$ cat config.mk
export PLATFORM = sky130hd
export DESIGN_NAME = tpu_operand_skew_feeder
export DESIGN_NICKNAME = d
export VERILOG_FILES = /design/src/rtl/tpu_operand_skew_feeder.sv
export SDC_FILE = /design/constraint.sdc
export NUM_CORES = 1
export LEC_CHECK = 0
export BUFFER_PORTS_ARGS = -buffer_cell sky130_fd_sc_hd__clkbuf_2
export CORE_MARGIN = 5
export CORE_UTILIZATION = 40
export DETAILED_ROUTE_END_ITERATION = 10
export PLACE_DENSITY_LB_ADDON = 0.3
export SLEW_MARGIN = 20
export SYNTH_ARGS = -nofsm -noshare
export SYNTH_HDL_FRONTEND = slang
export SYNTH_SLANG_ARGS = --single-unit
$ cat constraint.sdc
create_clock -name clk -period 11.3 [get_ports clk]
set_clock_uncertainty 0.15 [all_clocks]
set_input_delay 0.565 -clock clk [delete_from_list [all_inputs] [get_ports clk]]
set_output_delay 0.565 -clock clk [all_outputs]
set_load 0.05 [all_outputs]
$ cat src/rtl/tpu_operand_skew_feeder.sv
// tpu_operand_skew_feeder
// Buffers LANES-wide operand vectors in a small FIFO and replays them into the
// systolic array with a diagonal skew (lane k lags lane 0 by k cycles).
// Each tile is closed by LANES-1 drain cycles and a tile_done pulse that
// lines up with the last vector leaving the highest lane.
// Optional build macro: FEEDER_PARITY_EN adds per-lane even parity on FIFO
// entries and a sticky parity_err output.
//
// state      | meaning
// -----------+-----------------------------------------------------------
// ST_IDLE    | no tile in progress; waits for the FIFO to hold a vector
// ST_STREAM  | pops one vector per cycle, bubbles when the FIFO runs dry
// ST_FLUSH   | tile's last vector popped; feeds bubbles until skew drains
module tpu_operand_skew_feeder #(
   parameter int DATA_WIDTH = 18,
   parameter int LANES      = 4,
   parameter int FIFO_DEPTH = 8
) (
   input  logic                        clk,
   input  logic                        reset,
   input  logic                        in_valid,
   output logic                        in_ready,
   input  logic [LANES*DATA_WIDTH-1:0] in_data,
   input  logic                        in_last,
   output logic [LANES*DATA_WIDTH-1:0] out_data,
   output logic [LANES-1:0]            out_valid,
   output logic                        busy,
   output logic                        tile_done
`ifdef FEEDER_PARITY_EN
   ,
   output logic                        parity_err
`endif
);

   localparam int VEC_W   = LANES * DATA_WIDTH;
   localparam int ENTRY_W = VEC_W + 1;
   localparam int AW      = $clog2(FIFO_DEPTH);
   localparam int PW      = AW + 1;
   localparam int CNT_W   = $clog2(LANES);

   localparam logic [PW-1:0]    PTR_INC    = PW'(1);
   localparam logic [CNT_W-1:0] DRAIN_LOAD = CNT_W'(LANES - 1);
   localparam logic [CNT_W-1:0] CNT_DEC    = CNT_W'(1);

   localparam logic [1:0] ST_IDLE   = 2'd0;
   localparam logic [1:0] ST_STREAM = 2'd1;
   localparam logic [1:0] ST_FLUSH  = 2'd2;

   // FIFO storage and pointers (AW index bits plus one wrap bit)
   logic [ENTRY_W-1:0] fifo_mem [FIFO_DEPTH];
   logic [PW-1:0]      wr_ptr;
   logic [PW-1:0]      rd_ptr;
   logic               fifo_full;
   logic               fifo_empty;
   logic               push;
   logic               pop;
   logic [ENTRY_W-1:0] head_entry;
   logic [VEC_W-1:0]   head_data;
   logic               head_last;

   // sequencing
   logic [1:0]         state;
   logic [CNT_W-1:0]   drain_cnt;

   // vector entering the skew network this cycle
   logic [VEC_W-1:0]   stage0_data;
   logic               stage0_valid;

   assign fifo_empty = (wr_ptr == rd_ptr);
   assign fifo_full  = (wr_ptr[AW] != rd_ptr[AW]) &&
                       (wr_ptr[AW-1:0] == rd_ptr[AW-1:0]);

   // Ready is a pure function of the pointers: a pop in the same cycle does
   // not open a slot when full, which keeps in_ready off any combinational
   // path from the FSM.
   assign in_ready = !fifo_full;
   assign push     = in_valid && !fifo_full;
   assign pop      = (state == ST_STREAM) && !fifo_empty;

   assign head_entry = fifo_mem[rd_ptr[AW-1:0]];
   assign head_last  = head_entry[VEC_W];
   assign head_data  = head_entry[VEC_W-1:0];

   // FIFO write port; contents need no reset since the pointers define validity
   always_ff @(posedge clk) begin
      if (push) begin
         fifo_mem[wr_ptr[AW-1:0]] <= {in_last, in_data};
      end
   end

   // FIFO pointer update
   always_ff @(posedge clk or posedge reset) begin
      if (reset) begin
         wr_ptr <= '0;
         rd_ptr <= '0;
      end else begin
         if (push) begin
            wr_ptr <= wr_ptr + PTR_INC;
         end
         if (pop) begin
            rd_ptr <= rd_ptr + PTR_INC;
         end
      end
   end

   // Tile sequencer: start on a non-empty FIFO, stream until last, then drain
   always_ff @(posedge clk or posedge reset) begin
      if (reset) begin
         state     <= ST_IDLE;
         drain_cnt <= '0;
      end else begin
         case (state)
            ST_IDLE: begin
               if (!fifo_empty) begin
                  state <= ST_STREAM;
               end
            end
            ST_STREAM: begin
               if (pop && head_last) begin
                  state     <= ST_FLUSH;
                  drain_cnt <= DRAIN_LOAD;
               end
            end
            ST_FLUSH: begin
               if (drain_cnt == '0) begin
                  state <= ST_IDLE;
               end else begin
                  drain_cnt <= drain_cnt - CNT_DEC;
               end
            end
            default: begin
               state     <= ST_IDLE;
               drain_cnt <= '0;
            end
         endcase
      end
   end

   // Stage-0 vector: popped entry, or an all-zero bubble
   always_comb begin
      stage0_data  = '0;
      stage0_valid = 1'b0;
      if (pop) begin
         stage0_data  = head_data;
         stage0_valid = 1'b1;
      end
   end

   // Skew network: lane k is a k+1 deep register chain carrying data and valid
   // together, so bubbles travel exactly like data.
   for (genvar k = 0; k < LANES; k++) begin : g_lane
      logic [DATA_WIDTH-1:0] dly_data [0:k];
      logic                  dly_vld  [0:k];

      // Shift lane k's chain by one stage per cycle
      always_ff @(posedge clk or posedge reset) begin
         if (reset) begin
            for (int i = 0; i <= k; i++) begin
               dly_data[i] <= '0;
               dly_vld[i]  <= 1'b0;
            end
         end else begin
            dly_data[0] <= stage0_data[k*DATA_WIDTH +: DATA_WIDTH];
            dly_vld[0]  <= stage0_valid;
            for (int i = 1; i <= k; i++) begin
               dly_data[i] <= dly_data[i-1];
               dly_vld[i]  <= dly_vld[i-1];
            end
         end
      end

      assign out_data[k*DATA_WIDTH +: DATA_WIDTH] = dly_data[k];
      assign out_valid[k]                         = dly_vld[k];
   end

   assign busy = (state != ST_IDLE);

   // The drain count was loaded with LANES-1 when the last vector left the
   // FIFO, so reaching zero coincides with that vector on the top lane.
   assign tile_done = (state == ST_FLUSH) && (drain_cnt == '0);

`ifdef FEEDER_PARITY_EN
   logic [LANES-1:0] par_mem [FIFO_DEPTH];
   logic [LANES-1:0] push_par;
   logic [LANES-1:0] head_par_calc;

   function automatic logic [LANES-1:0] lane_parity(input logic [VEC_W-1:0] vec);
      logic [LANES-1:0] p;
      p = '0;
      for (int k = 0; k < LANES; k++) begin
         p[k] = ^vec[k*DATA_WIDTH +: DATA_WIDTH];
      end
      return p;
   endfunction

   // Even parity per lane, generated on the write side and checked on the read side
   always_comb begin
      push_par      = lane_parity(in_data);
      head_par_calc = lane_parity(head_data);
   end

   // Parity sideband written alongside the FIFO entry
   always_ff @(posedge clk) begin
      if (push) begin
         par_mem[wr_ptr[AW-1:0]] <= push_par;
      end
   end

   // Sticky error flag; data is still forwarded untouched
   always_ff @(posedge clk or posedge reset) begin
      if (reset) begin
         parity_err <= 1'b0;
      end else if (pop && (head_par_calc != par_mem[rd_ptr[AW-1:0]])) begin
         parity_err <= 1'b1;
      end
   end
`endif

endmodule

==> impl_metrics.ini, run 1 <==
[status]
status = completed

[power_and_ir_drop]
pwr-share-clk_pct = 31.1
power_density_mw_per_mm2 = 267.8
p_leak_uw = 0.01179
netSwitchingFraction_pct = 29.86
p_comb_share_pct = 24.1
ir_worst_vdd_v = 0.0002146
p_switching_uw = 2581
p_int_uw = 6063
pwr-share-seq_pct = 44.8

[yosys]
synth_ff_type = edfxtp_1
synth_nets = 1334
netlist_area_sq_mm = 0.02807
synth-edff-count = 584
syn_area_per_cell_sq_um = 22.44
yosysWarnings = 0
ys_seq_area_share_pct = 79.96
synth-seq-cells = 780
ys_types = 35
async_flop_share_pct = 25.13
synthCells = 1251

[sta]
maxSlewHeadroom_pct = 32.98
timing.final.ws_setup_ps = 7360
fmax_ghz = 0.2538
slew_violations = 0
finalHoldViolCount = 0
min_period_ps = 3940
fin_crit_sh_pct = 34.87
setup-violations-final = 0
timing.hold.ws_ps = 73.12
worstMarginPinSlew_ps = 1005
rsz0062_at_grt = no
finalSetupTns_ps = 0

[route]
drc = 0
vias_per_cell = 4.965
routed_wl_mm = 54.45
antenna_left = 0
dr.pass1.iters = 4
wl_per_cell_um = 22.53
vias = 12001
drtIter0Drc = 779

[cells_and_area]
fin_nets = 1487
final_common_cell = edfxtp_1
seq_area_sq_mm = 0.02245
multi_input_area_sq_mm = 0.004875
area_growth_pct = 15.01
fill_cells = 5759
drive_gt1_share_pct = 30.28
fin_cells = 2417
final_cell_mix = edfxtp_1, dfrtp_1, clkbuf_2

[critical_path]
startpoint_type = flop
crit_fanout = 50
r2r_cells = 6
critical_path_arrival_ps = 4030
cp-end-kind = flop
path_class = flop to flop
cp.required_ps = 11390

[place]
post-place-ws_ps = 7274
dp_cells = 2259
portBuffers = 154
place.gp.congestion = 0.6836
dp_hpwl_mm = 29.48

[global_routing]
antenna_found_initial = 8
grt_pass1_vias = 12983
grt_pass1_wl_mm = 83.16
grt_max_degree = 75
groute.usage.overall_pct = 14.66
grt-ovfl-total = 0

[clocking]
clock-root-buffer = clkbuf_16
cts.sinks = 780
numCtsBuffers = 82
cts_setup_buffers = 0
cts_tree = yes
cts.repair.resized = 0
h-tree-depth = 3
cts_buffer_depth = 3
clock_latency_ps = 620
clk_pin_slew_ps = 60

[die]
rows = 97
num_io_pins = 155
die_x_um = 274.9
die_area_sq_mm = 0.07556
core_area_sq_mm = 0.06979
die_y_um = 274.9
start_util_pct = 40.22

[worst_hold_path]
min_path_cells = 1
hp-class = input port to flop

[run]
max_cap_viol_count = 0
metal layers:
layer	up-vias	part of all wire [%]	track usage, %
met5	-	0.10	0
met4	8	2.4	4.319
met3	97	4.5	3.489
met2	228	50	24.38
met1	6445	43	19.47
li1	5223	-	-
final timing paths:
path | endpoint | from | slack (ps)
worst max-delay path | fifo_mem[2][20] | rd_ptr[2] | 7360
worst min-delay path | fifo_mem[4][18] | in_data[18] | 70
worst max register to register | fifo_mem[2][20] | rd_ptr[2] | 7360
worst min register to register | out_data[60] | g_lane[3].dly_data[24] | 190
max in group asynchronous | rd_ptr[2] | reset | 9200
min in group asynchronous | g_lane[2].dly_data[21] | reset | 400
sequential cells by signal (all words and copies together) (netlist names):
name	flops
rd_ptr	4
drain_cnt	2
out_data	54
state	2
out_valid	1
g_lane.dly_vld	3
g_lane.dly_data	126
wr_ptr	4
fifo_mem	584
area by class of cell:
class	count	area share (%)
Antenna cell	4	0.03101
Clock buffer	118	7.609
Clock inverter	35	0.9962
Inverter	8	0.1163
Multi-Input combinational cell	356	15.10
Sequential cell	780	69.56
Tap cell	940	3.644
Timing Repair Buffer	176	2.942
cell usage after synthesis (3+ instances only):
cell / n / area share [%]
mux4_1: 24 / 2.2
dfrtp_1: 196 / 17
mux2i_1: 76 / 2.7
edfxtp_1: 584 / 62
buf_2: 31 / 0.55
nand2_1: 9 / 0.12
inv_1: 8 / 0.11
buf_4: 55 / 1.5
mux4_2: 120 / 9.6
xnor2_1: 8 / 0.25
nor2_1: 82 / 1.1
buf_6: 16 / 0.64
ha_1: 7 / 0.31
clkbuf_1: 3 / 0.040
nand3_1: 3 / 0.053
nand2b_1: 3 / 0.067
cell families after synthesis:
logic type | Yosys count | share of synthesized area, %
xor+xnor | 10 | 0.3121
simple gates | 110 | 1.654
compound gates | 7 | 0.2006
fa+ha+maj | 7 | 0.3120
mux | 222 | 14.67
flops | 780 | 79.96
buf+inv | 115 | 2.898
power groups by stage:
stage          Combinational (uW)  Clock [uW]  Sequential, uW
5_1_grt                      2260        2890            3930
6_report                     2080        2690            3880
4_1_cts                      2150        2770            3890
3_5_place_dp                 2140           0            3940
2_1_floorplan                1700           0            3900
3_3_place_gp                 2130           0            3930
worst max-delay path: stages, from the launching register on:
cell and delay [ps]:
dfrtp_4 940, xnor2_1 190, nand4_1 200, nand2_1 140, or2_2 390, nor2_4 710
buf_4 790
per-stage QoR:
| stage | util (%) | cell area [sq um] | power (uW) |
|---|---|---|---|
| final | 46.25 | 32280 | 8644 |
| after global routing | 46.24 | 32270 | 9078 |
| after CTS | 46.23 | 32260 | 8804 |
| after detailed placement | 42.23 | 29470 | 6083 |
| after global placement | 42.23 | 29470 | 6056 |
| after floorplan | - | 28070 | 5606 |
timing repair:
item | 4_1_cts | 5_1_grt
endpoints found under the hold margin | 69 | 0
hold buffers | 1 | 0
endpoints found under the setup margin | 0 | 0
(Power assumes the default switching activity.)
==> run 2, diff against run 1 <==
ABC_AREA = 1   (was unset)
clock period = 3.8 ns   (was 11.3 ns; I/O delays follow)
==> impl_metrics.ini, run 2 <==
[status]
status = completed

[critical_path]
cp.required_ps = 3880
critical_path_arrival_ps = 2940
path_class = flop to flop
r2r_cells = 10
r2r-end = fifo_mem[3][49]
cp-end-kind = flop
crit_fanout = 60
r2r-start = rd_ptr[0]
startpoint_type = flop
r2r_slack_ps = 950

[route]
routed_wl_mm = 63.14
drc = 0
drtIter0Drc = 1288
dr.pass1.iters = 5
antenna_left = 0
vias = 16038
vias_per_cell = 5.127
wl_per_cell_um = 20.18

[cells_and_area]
final_cell_mix = edfxtp_1, nand2_1, a21oi_1
multi_input_area_sq_mm = 0.005144
fin_nets = 2194
largest_reg_flops = 584
seq_area_sq_mm = 0.02245
fin_cells = 3128
area_growth_pct = 16.81
drive_gt1_share_pct = 15.11
final_common_cell = edfxtp_1
fill_cells = 6106

[sta]
worstMarginPinSlew_ps = 1306
slew_violations = 0
finalSetupTns_ps = 0
fmax_ghz = 0.3505
maxSlewHeadroom_pct = 12.90
min_period_ps = 2853
rsz0062_at_grt = no
fin_crit_sh_pct = 75.08
finalHoldViolCount = 0
setup-violations-final = 0

[clocking]
cts_setup_buffers = 0
h-tree-depth = 3
clk_pin_slew_ps = 60
cts_buffer_depth = 3
cts.repair.resized = 0
cts_tree = yes
numCtsBuffers = 79
cts.sinks = 780
clock_latency_ps = 620
clock-root-buffer = clkbuf_16

[power_and_ir_drop]
p_leak_uw = 0.01293
power_density_mw_per_mm2 = 796.7
ir_worst_vdd_v = 0.0009447

[place]
portBuffers = 154
dp_hpwl_mm = 33.61
place.gp.congestion = 0.7410
dp_cells = 2905

[global_routing]
grt_pass1_wl_mm = 97.48
grt_max_degree = 235
grt-ovfl-total = 0
antenna_found_initial = 9
groute.usage.overall_pct = 16.09
grt_pass1_vias = 16397

[die]
num_io_pins = 155
die_x_um = 277.7
die_y_um = 277.7
core_area_sq_mm = 0.07124
die_area_sq_mm = 0.07709
rows = 98
start_util_pct = 40.22

[yosys]
yosysMostFrequentCell = edfxtp_1
synth.top_cells.by_area = edfxtp_1, dfrtp_1, a21oi_1
async_flop_share_pct = 25.13
synth_area_leader_cell = edfxtp_1
synth-edff-count = 584
synth_nets = 2020
netlist_area_sq_mm = 0.02866
synth_ff_type = edfxtp_1
yosysWarnings = 0
synth_top_area_share_pct = 61.20
synth-seq-cells = 780
ys_types = 20
ys_seq_area_share_pct = 78.31
synthCells = 1937
syn_area_per_cell_sq_um = 14.79
synth_common_cells = edfxtp_1, nand2_1, a21oi_1

[run]
max_cap_viol_count = 0

[worst_hold_path]
hp-class = input port to asynchronous set/reset pin
-- run 2: worst max path at each step --
stage                    from                endpoint  slack [ps]
floorplan           rd_ptr[0]          fifo_mem[1][0]       -1460
detailed placement  rd_ptr[0]         fifo_mem[3][47]         960
global route        rd_ptr[0]  g_lane[3].dly_data[63]         750
global placement    rd_ptr[0]         fifo_mem[3][49]         990
CTS                 rd_ptr[0]         fifo_mem[3][49]         920
finish              rd_ptr[0]         fifo_mem[3][49]         950
-- run 2: critical path, cell delays in order, from the launching register on --
cell,delay [ps]
dfrtp_4,520
inv_8,270
nand2_1,100
nand2_1,110
nor2_2,60
nand4_1,100
nand2_1,150
inv_2,140
nand2_1,200
nor2_4,180
buf_4,470
-- run 2: what timing repair did --
action | CTS | global route
hold buffers | 75 | 0
endpoints found under the setup margin | 0 | 0
endpoints found under the hold margin | 620 | 0
-- run 2: kinds of logic after synthesis --
kind of cell    Yosys count  synth area share, %
compound gates          437                8.890
buf+inv                 194                3.965
mux                      72                2.515
flops                   780                78.31
simple gates            444                5.921
xor+xnor                  3              0.09171
fa+ha+maj                 7               0.3056
-- run 2: area by class of cell --
cell class | count | share of cell area, %
Clock buffer | 110 | 7.038
Clock inverter | 37 | 1.020
Tap cell | 950 | 3.551
Antenna cell | 1 | 0.007476
Multi-Input combinational cell | 963 | 15.37
Timing Repair Buffer | 261 | 5.599
Inverter | 26 | 0.3551
Sequential cell | 780 | 67.06
-- run 2: metal layers --
| metal | track usage, % | part of all wire [%] |
|---|---|---|
| met3 | 3.249 | 6.1 |
| met2 | 25.98 | 48 |
| met1 | 22.15 | 44 |
| met4 | 5.236 | 2.4 |
| met5 | 0 | 0.087 |
-- run 2: power breakdown --
part	switching, uW	internal (uW)	leakage [uW]
registers	462	10700	0.00792
logic	5450	2200	0.00368
clock network	3160	4700	0.00133
total	9080	17600	0.0129
-- run 2: metrics by stage --
| step | total power [uW] | hold WS [ps] | setup WS (ps) | utilization (%) | area (sq um) |
|---|---|---|---|---|---|
| floorplan | 17010 | 138.9 | -1462 | - | 28660 |
| global placement | 18820 | 181.6 | 994.7 | 42.14 | 30020 |
| detailed placement | 18990 | 184.7 | 960.1 | 42.14 | 30020 |
| CTS | 26990 | 113.0 | 918.8 | 46.98 | 33470 |
| global route | 28100 | 194.3 | 745.1 | 46.98 | 33470 |
| finish | 26670 | 106.1 | 946.9 | 46.99 | 33470 |
==> run 3, diff against run 2 <==
ABC_AREA = 0   (was 1)
clock period = 2.9 ns   (was 3.8 ns; I/O delays follow)
==> impl_metrics.ini, run 3 (synthesis gave the netlist of run 1 again) <==
[global_routing]
groute.usage.overall_pct = 14.97
grt_pass1_wl_mm = 85.61
grt-ovfl-total = 0
grt_max_degree = 152
antenna_found_initial = 7
grt_pass1_vias = 13708

[sta]
fin_crit_sh_pct = 88.19
fmax_ghz = 0.3910
slew_violations = 0
min_period_ps = 2557
rsz0062_at_grt = no
maxSlewHeadroom_pct = 38.97
timing.hold.ws_ps = 187.2
worstMarginPinSlew_ps = 915.4
finalHoldViolCount = 0
finalSetupTns_ps = 0
timing.final.ws_setup_ps = 342.5
setup-violations-final = 0

[place]
dpl-instance-area_sq_mm = 0.02976
post-place-ws_ps = 356.6
portBuffers = 154
dp_hpwl_mm = 29.47
place.gp.congestion = 0.7126

[cells_and_area]
largest_reg_flops = 584
fin_area_sq_mm = 0.03328
area_growth_pct = 18.58
drive_gt1_share_pct = 28.76
final_cell_mix = edfxtp_1, dfrtp_1, clkbuf_2
fin_nets = 1570
final_common_cell = edfxtp_1

[clocking]
h-tree-depth = 3
clock_latency_ps = 620
cts_tree = yes
clk_pin_slew_ps = 60
cts_buffer_depth = 3
clock-root-buffer = clkbuf_16
numCtsBuffers = 80
cts.repair.resized = 0
cts.sinks = 780

[worst_hold_path]
hp-class = flop to flop

[critical_path]
startpoint_type = flop
crit_fanout = 27
critical_path_arrival_ps = 2660
cp_cell_sequence = xnor2_1, nand4_1, nand2_1, or2_4, nor3_4, buf_4
cp.required_ps = 3000
path_class = flop to flop
crit_path_top_delay_cell = dfrtp_1
slowest_delay_ps = 580
cp-end-kind = flop
r2r_slack_ps = 340

[route]
routed_wl_mm = 55.20
wl_per_cell_um = 22.11
drtIter0Drc = 666
dr.pass1.iters = 5
drc = 0
vias = 12329
vias_per_cell = 4.938
antenna_left = 0

[power_and_ir_drop]
p_leak_uw = 0.01218
ir_worst_vdd_v = 0.0009182
power_density_mw_per_mm2 = 1022
p_total_uw = 34010

[die]
num_io_pins = 155
die_x_um = 274.9
die_y_um = 274.9
rows = 97
die_area_sq_mm = 0.07556
start_util_pct = 40.22
core_area_sq_mm = 0.06979

[status]
status = completed

[run]
max_cap_viol_count = 0
-- run 3: per-stage QoR --
| stage | utilization (%) | std cells |
|---|---|---|
| 3_3_place_gp | 42.65 | 2268 |
| 6_report | 47.69 | 2497 |
| 5_1_grt | 47.68 | 2495 |
| 4_1_cts | 47.64 | 2493 |
| 2_1_floorplan | - | 1251 |
| 3_5_place_dp | 42.65 | 2268 |
-- run 3: worst max-delay path: cells and delay by family, from the launching register on --
kind,cells,cell delay [ps]
XOR/XNOR,1,150
buffers and inverters,1,460
flip-flops,1,580
AND/OR/NAND/NOR,4,820
-- run 3: repair_timing --
item                      CTS  global route
hold endpoints to repair  783             0
setup buffers               0             0
hold buffers               76             0
-- run 3: routing by layer --
metal | wire (um) | vias to the layer above | GRT usage [%]
li1 | - | 5392 | -
met2 | 27540 | 247 | 24.94
met4 | 1208 | 6 | 4.663
met3 | 2279 | 88 | 2.634
met1 | 24140 | 6596 | 20.36
met5 | 37 | - | 0
-- run 3: worst paths after layout --
| check | start | endpoint | depth (start not counted) |
|---|---|---|---|
| worst max register to register | wr_ptr[0] | fifo_mem[0][31] | 6 |
| max in group asynchronous | reset | rd_ptr[0] | 5 |
| worst min-delay path | g_lane[1].dly_data[20] | out_data[20] | 0 |
| min in group asynchronous | reset | g_lane[1].dly_data[21] | 4 |
| worst max-delay path | wr_ptr[0] | fifo_mem[0][31] | 6 |
| worst min register to register | g_lane[1].dly_data[20] | out_data[20] | 0 |
-- run 3: report_power, final --
group | switching, uW | total, uW | internal [uW] | leakage (uW)
sequential | 590 | 14800 | 14200 | 0.00789
clock | 4210 | 10400 | 6230 | 0.00131
combinational | 5300 | 8780 | 3480 | 0.00297
-- run 3: area by class of cell --
type                    count  area [sq um]
clock buffers             107          2217
repair buffers            261          1997
diodes                      3         7.507
clock inverters            42         506.7
inverters                   8         33.78
fillers                  5730         36500
multi-input cells         356          4890
flip-flops and latches    780         22450
well taps                 940          1176
